<file path="src/rtl/hexdump_line_formatter.sv">
// Formats one (address, data) record as an ASCII hexdump line and feeds it
// character by character to a serial transmitter using its enable/word-finished handshake.
`timescale 1ns/1ps
module hexdump_line_formatter #(
    parameter int BITS       = 8,
    parameter int ADDR_WORDS = 3,
    parameter int ASCII_COL  = 1,
    parameter int UPPER_HEX  = 1
) (
    input  logic                       in_clk,
    input  logic                       in_rst_n,
    input  logic                       in_valid,
    output logic                       out_ready,
    input  logic [BITS*ADDR_WORDS-1:0] in_addr,
    input  logic [BITS-1:0]            in_data,
    output logic [7:0]                 out_char,
    output logic                       out_tx_enable,
    input  logic                       in_tx_word_finished,
    output logic                       out_line_done,
    output logic                       out_busy
);
    localparam int NDIG  = 2 * ADDR_WORDS;
    localparam int CNT_W = $clog2(NDIG) + 1;
    localparam int AW    = BITS * ADDR_WORDS;
    localparam logic [7:0] HEX_BASE = (UPPER_HEX != 0) ? 8'h37 : 8'h57;

    typedef enum logic [3:0] {
        S_IDLE, S_ADDR, S_COLON, S_SEP1, S_DHI, S_DLO, S_SEP2, S_ASCII, S_CR, S_LF
    } state_t;

    state_t           state_q, state_d;
    logic [CNT_W-1:0] cnt_q, cnt_d;
    logic [AW-1:0]    addr_q, addr_d;
    logic [BITS-1:0]  data_q, data_d;
    logic [7:0]       char_q, char_d;
    logic             en_q, en_d;
    logic             done_q, done_d;
    logic             ready_q, ready_d;
    logic             wf_q;
    logic             tx_step;

    function automatic logic [7:0] hex_char(input logic [3:0] n);
        return (n < 4'd10) ? (8'h30 + {4'h0, n}) : (HEX_BASE + {4'h0, n});
    endfunction

    // Digit counter 0 selects the most significant nibble of the address.
    function automatic logic [3:0] addr_nib(input logic [AW-1:0] a, input logic [CNT_W-1:0] c);
        logic [3:0] n;
        n = 4'h0;
        for (int i = 0; i < NDIG; i++) begin
            if (c == CNT_W'(NDIG - 1 - i)) n = a[4*i +: 4];
        end
        return n;
    endfunction

    function automatic logic [7:0] render(input state_t s, input logic [CNT_W-1:0] c,
                                          input logic [AW-1:0] a, input logic [BITS-1:0] d);
        logic [7:0] r;
        case (s)
            S_ADDR:  r = hex_char(addr_nib(a, c));
            S_COLON: r = 8'h3A;
            S_DHI:   r = hex_char(d[7:4]);
            S_DLO:   r = hex_char(d[3:0]);
            S_ASCII: r = (d[7:0] >= 8'h20 && d[7:0] <= 8'h7E) ? d[7:0] : 8'h2E;
            S_CR:    r = 8'h0D;
            S_LF:    r = 8'h0A;
            default: r = 8'h20;
        endcase
        return r;
    endfunction

    always_comb begin
        tx_step = in_tx_word_finished && !wf_q;
        state_d = state_q;
        cnt_d   = cnt_q;
        addr_d  = addr_q;
        data_d  = data_q;
        done_d  = 1'b0;
        ready_d = ready_q;
        if (state_q == S_IDLE) begin
            ready_d = 1'b1;
            if (in_valid && ready_q) begin
                addr_d  = in_addr;
                data_d  = in_data;
                state_d = S_ADDR;
                cnt_d   = '0;
                ready_d = 1'b0;
            end
        end else if (tx_step) begin
            case (state_q)
                S_ADDR: begin
                    if (cnt_q == CNT_W'(NDIG - 1)) begin
                        state_d = S_COLON;
                        cnt_d   = '0;
                    end else begin
                        cnt_d = cnt_q + CNT_W'(1);
                    end
                end
                S_COLON: state_d = S_SEP1;
                S_SEP1:  state_d = S_DHI;
                S_DHI:   state_d = S_DLO;
                S_DLO:   state_d = (ASCII_COL != 0) ? S_SEP2 : S_CR;
                S_SEP2:  state_d = S_ASCII;
                S_ASCII: state_d = S_CR;
                S_CR:    state_d = S_LF;
                S_LF: begin
                    state_d = S_IDLE;
                    done_d  = 1'b1;
                end
                default: state_d = S_IDLE;
            endcase
        end
        // Enable drops for the single cycle following an accepted word-finished edge.
        en_d   = (state_d != S_IDLE) && !(tx_step && state_q != S_IDLE);
        char_d = render(state_d, cnt_d, addr_d, data_d);
    end

    always_ff @(posedge in_clk or negedge in_rst_n) begin
        if (!in_rst_n) begin
            state_q <= S_IDLE;
            cnt_q   <= '0;
            addr_q  <= '0;
            data_q  <= '0;
            char_q  <= 8'h20;
            en_q    <= 1'b0;
            done_q  <= 1'b0;
            ready_q <= 1'b1;
            wf_q    <= 1'b0;
        end else begin
            state_q <= state_d;
            cnt_q   <= cnt_d;
            addr_q  <= addr_d;
            data_q  <= data_d;
            char_q  <= char_d;
            en_q    <= en_d;
            done_q  <= done_d;
            ready_q <= ready_d;
            wf_q    <= in_tx_word_finished;
        end
    end

    assign out_char      = char_q;
    assign out_tx_enable = en_q;
    assign out_line_done = done_q;
    assign out_ready     = ready_q;
    assign out_busy      = !ready_q;
endmodule

</file>
<file path="config.mk">
export PLATFORM = sky130hd
export DESIGN_NAME = hexdump_line_formatter
export DESIGN_NICKNAME = d
export VERILOG_FILES = /design/src/rtl/hexdump_line_formatter.sv
export SDC_FILE = /design/constraint.sdc
export NUM_CORES = 1
export LEC_CHECK = 0
export BUFFER_PORTS_ARGS = -buffer_cell sky130_fd_sc_hd__buf_4
export CORE_MARGIN = 3
export CORE_UTILIZATION = 36
export CTS_BUF_LIST = sky130_fd_sc_hd__clkbuf_8
export DETAILED_ROUTE_END_ITERATION = 8
export SKIP_LAST_GASP = 1
export SYNTH_ARGS = -nofsm -noshare
export SYNTH_HDL_FRONTEND = slang
export SYNTH_SLANG_ARGS = --single-unit
</file>
<file path="constraint.sdc">
create_clock -name in_clk -period 4.8 [get_ports in_clk]
set_clock_uncertainty 0.2 [all_clocks]
set_input_delay 0.96 -clock in_clk [delete_from_list [all_inputs] [get_ports in_clk]]
set_output_delay 0.96 -clock in_clk [all_outputs]
set_load 0.05 [all_outputs]
</file>
==> reports/summary.json <==
{
  "placeableCoreArea_sq_mm": 0.007848,
  "synth.yosys.warnings": 0,
  "min_from": "addr_q[16]",
  "mapped_cells": 304,
  "cts_root_buf": "clkbuf_8",
  "worst_hold_path.num_cells": 2,
  "worst_r2r_path_depth": 10,
  "number_of_enable_type_register_cells_in_the_synthesized_netlist": 0,
  "overflow": 0,
  "grt_pass1_vias": 2420,
  "fillers": 778,
  "synthDistinctLibCells": 57,
  "drc_errors": 0,
  "power_density_mw_per_mm2": 704.9,
  "area_taken_by_multi_input_logic_gates_sq_mm": 0.001513,
  "p_clk_share_pct": 10.7,
  "critPathLaunchType": "register",
  "yosys_register_bits": 52,
  "layout.nets": 393,
  "postCtsSetupRepairBufs": 0,
  "timing_max_transition_violations_final": 0,
  "via_per_inst": 5.452,
  "cts.repair.resized": 0,
  "hold_path.class": "register to register",
  "max-slew-margin-rel_pct": 55.63,
  "ys.flop_type": "dfrtp_1",
  "die-height_um": 96.57,
  "timing.critical_path.fanout_max": 19,
  "pwr-share-seq_pct": 30.0,
  "total_setup_violations_reported_at_the_end_of_the_flow": 0,
  "synth.net_count": 346,
  "core.rowCount": 32,
  "detailedPlacementHpwl_mm": 5.270,
  "portBuffers": 47,
  "drt_first_pass_iters": 4,
  "antenna-diode-count": 0,
  "share_comb_of_total_power_pct": 59.3,
  "cts.clk_slew.worst_paths_ns": 0.10,
  "avgSynthCellArea_sq_um": 9.713,
  "clock_latency_on_the_worst_skew_pair_ns": 0.31,
  "synth_common_cells": "50 x dfrtp_1, 35 x nand2_1, 20 x inv_1, 20 x o21ai_0, 18 x mux2_2",
  "worst_setup_slack_after_layout_ns": 0.8082,
  "die_width_um": 96.57,
  "timing_hold_violations_final": 0,
  "floorplan.die_area_sq_mm": 0.009325,
  "finalWirelength_mm": 7.168,
  "num_vias": 2475,
  "layout_worst_path_cycle_share_pct": 83.16,
  "final.hold.worst_slack_ns": 0.2811,
  "regToRegEndpoint": "out_char[2]",
  "groute.usage.overall_pct": 15.81,
  "maxCapViolCount": 0,
  "initial_utilization_pct": 37.63,
  "yosys-top-cells-area": "dfrtp_1 42%, mux2_2 6.9%, nand2_1 4.4%",
  "grt_first_pass_wirelength_mm": 11.55,
  "clock_tree.htree_level_count": 2,
  "r2r_setup_slack_ns": 0.81,
  "average_wire_per_cell_in_the_routed_design_um": 15.79,
  "crit_required_ns": 4.86,
  "crit-reg2reg-launch": "state_q[2]",
  "ir_worst_vdd_mv": 0.2619,
  "arrival_ns": 4.05,
  "gpl.final_weighted_congestion": 0.8819,
  "power_switching_share_pct": 46.12,
  "power.net_switching_mw": 1.138,
  "yosys.cell_count.top_type": "dfrtp_1",
  "pre_cts_ws_ns": 0.6849,
  "end_kind": "register",
  "post_route_cells_drive_above_1_share_pct": 25.28,
  "ios": 48,
  "grt_start_max_net_pins": 53,
  "area.sequential_sq_mm": 0.001304,
  "post-synth-top-area-fraction_pct": 42.37,
  "period_minus_slack_ns": 3.992,
  "postRouteAntennaNets": 0,
  "static-leakage-power_nw": 1.616,
  "setup.worst_path.class": "register to register",
  "flow.area_growth_from_synthesis_pct": 18.56,
  "cts_max_path_buffers": 2,
  "numCtsBuffers": 5,
  "maxClockFrequency_ghz": 0.2505,
  "synth.cell_area_sq_mm": 0.002953,
  "yosysTopAreaCell": "dfrtp_1",
  "p_int_mw": 1.330,
  "tightest_slew_ns": 0.6656,
  "finalPower_mw": 2.468,
  "seq_area_frac_synth_pct": 44.15,
  "tritoncts": "yes",
  "grt_antenna_before_repair": 0,
  "drt_first_iter_violations": 106,
  "timing.hold.worst_endpoint": "addr_q[16]",
  "cts_num_sinks": 52,
  "run_status": "finished clean",
  "cts_hold_buffers": 0,
  "fin_setup_tns_ns": 0,
  "postSynth.asyncResetShare_pct": 100.0,
  "grt_setup_unrepaired": "false"
}
how the worst max path moves through the flow:
stage,from,endpoint,depth (start not counted)
after floorplan,in_tx_word_finished,out_char[2],11
after global placement,in_tx_word_finished,out_char[2],11
after detailed placement,in_tx_word_finished,out_char[2],11
after CTS,state_q[2],out_char[2],10
after global routing,state_q[2],out_char[2],10
final,state_q[2],out_char[2],10
layout by cell type (no fill, tap or decap), types with 4 or more instances in the layout:
master      n
nand3_1    11
nor2_1     13
clkbuf_8    5
a2111oi_0   5
nor3_1     11
a21oi_1    11
dfrtp_1    50
mux2i_1    11
o211ai_1    5
ha_1        6
nor2b_1     5
nand2_1    35
mux2_2     18
nand2b_1    4
o21ai_0    20
inv_1      20
buf_4      52
per-layer routing:
metal	track usage, %	vias to the layer above	part of all wire (%)
li1	-	1206	-
met2	26.72	54	49
met5	0	-	0
met1	21.25	1204	46
met3	2.401	11	3.9
met4	3.972	0	1.1
power groups by stage:
stage | Clock (mW) | Combinational (mW) | Sequential, mW
2_1_floorplan | 0 | 1.05 | 0.809
3_3_place_gp | 0 | 1.43 | 0.745
3_5_place_dp | 0 | 1.45 | 0.751
4_1_cts | 0.275 | 1.46 | 0.741
5_1_grt | 0.289 | 1.61 | 0.765
6_report | 0.264 | 1.46 | 0.740
worst max-delay path, stage by stage, from the launching register on:
cell     delay [ns]
dfrtp_1        0.52
or4_1          0.68
nor2_4         0.52
mux2_2         0.43
mux2_2         0.27
a221o_1        0.38
nand2_1        0.16
ha_1           0.19
nand3_1        0.09
nor4b_1        0.32
a211o_1        0.15
state kept, by name (all words and copies together) (netlist names):
signal and count:
out_tx_enable 1, data_q 8, cnt_q 4, out_ready 1
out_line_done 1, out_char 8, addr_q 24, wf_q 1
state_q 4
metrics by stage:
| step | util [%] | instances | instance area, sq um |
|---|---|---|---|
| after detailed placement | 43.45 | 446 | 3410 |
| after global routing | 44.61 | 454 | 3501 |
| after floorplan | - | 304 | 2953 |
| after CTS | 44.61 | 454 | 3501 |
| final | 44.61 | 454 | 3501 |
| after global placement | 43.45 | 446 | 3410 |
cell families after synthesis:
family / count (synthesis) / share of synthesized area, %
fa+ha+maj: 6 / 2.542
buf+inv: 32 / 4.618
flops: 52 / 44.15
xor+xnor: 3 / 0.8900
simple gates: 102 / 17.84
mux: 31 / 11.48
compound gates: 77 / 18.35
other cells: 1 / 0.1270
layout make-up:
type / instances / area share (%)
repair buffers: 52 / 11.15
clock buffers: 5 / 1.966
inverters: 20 / 2.144
well taps: 102 / 3.645
multi-input cells: 220 / 43.21
clock inverters: 3 / 0.6433
flip-flops and latches: 52 / 37.24
Power figures use the tool's default switching activity.
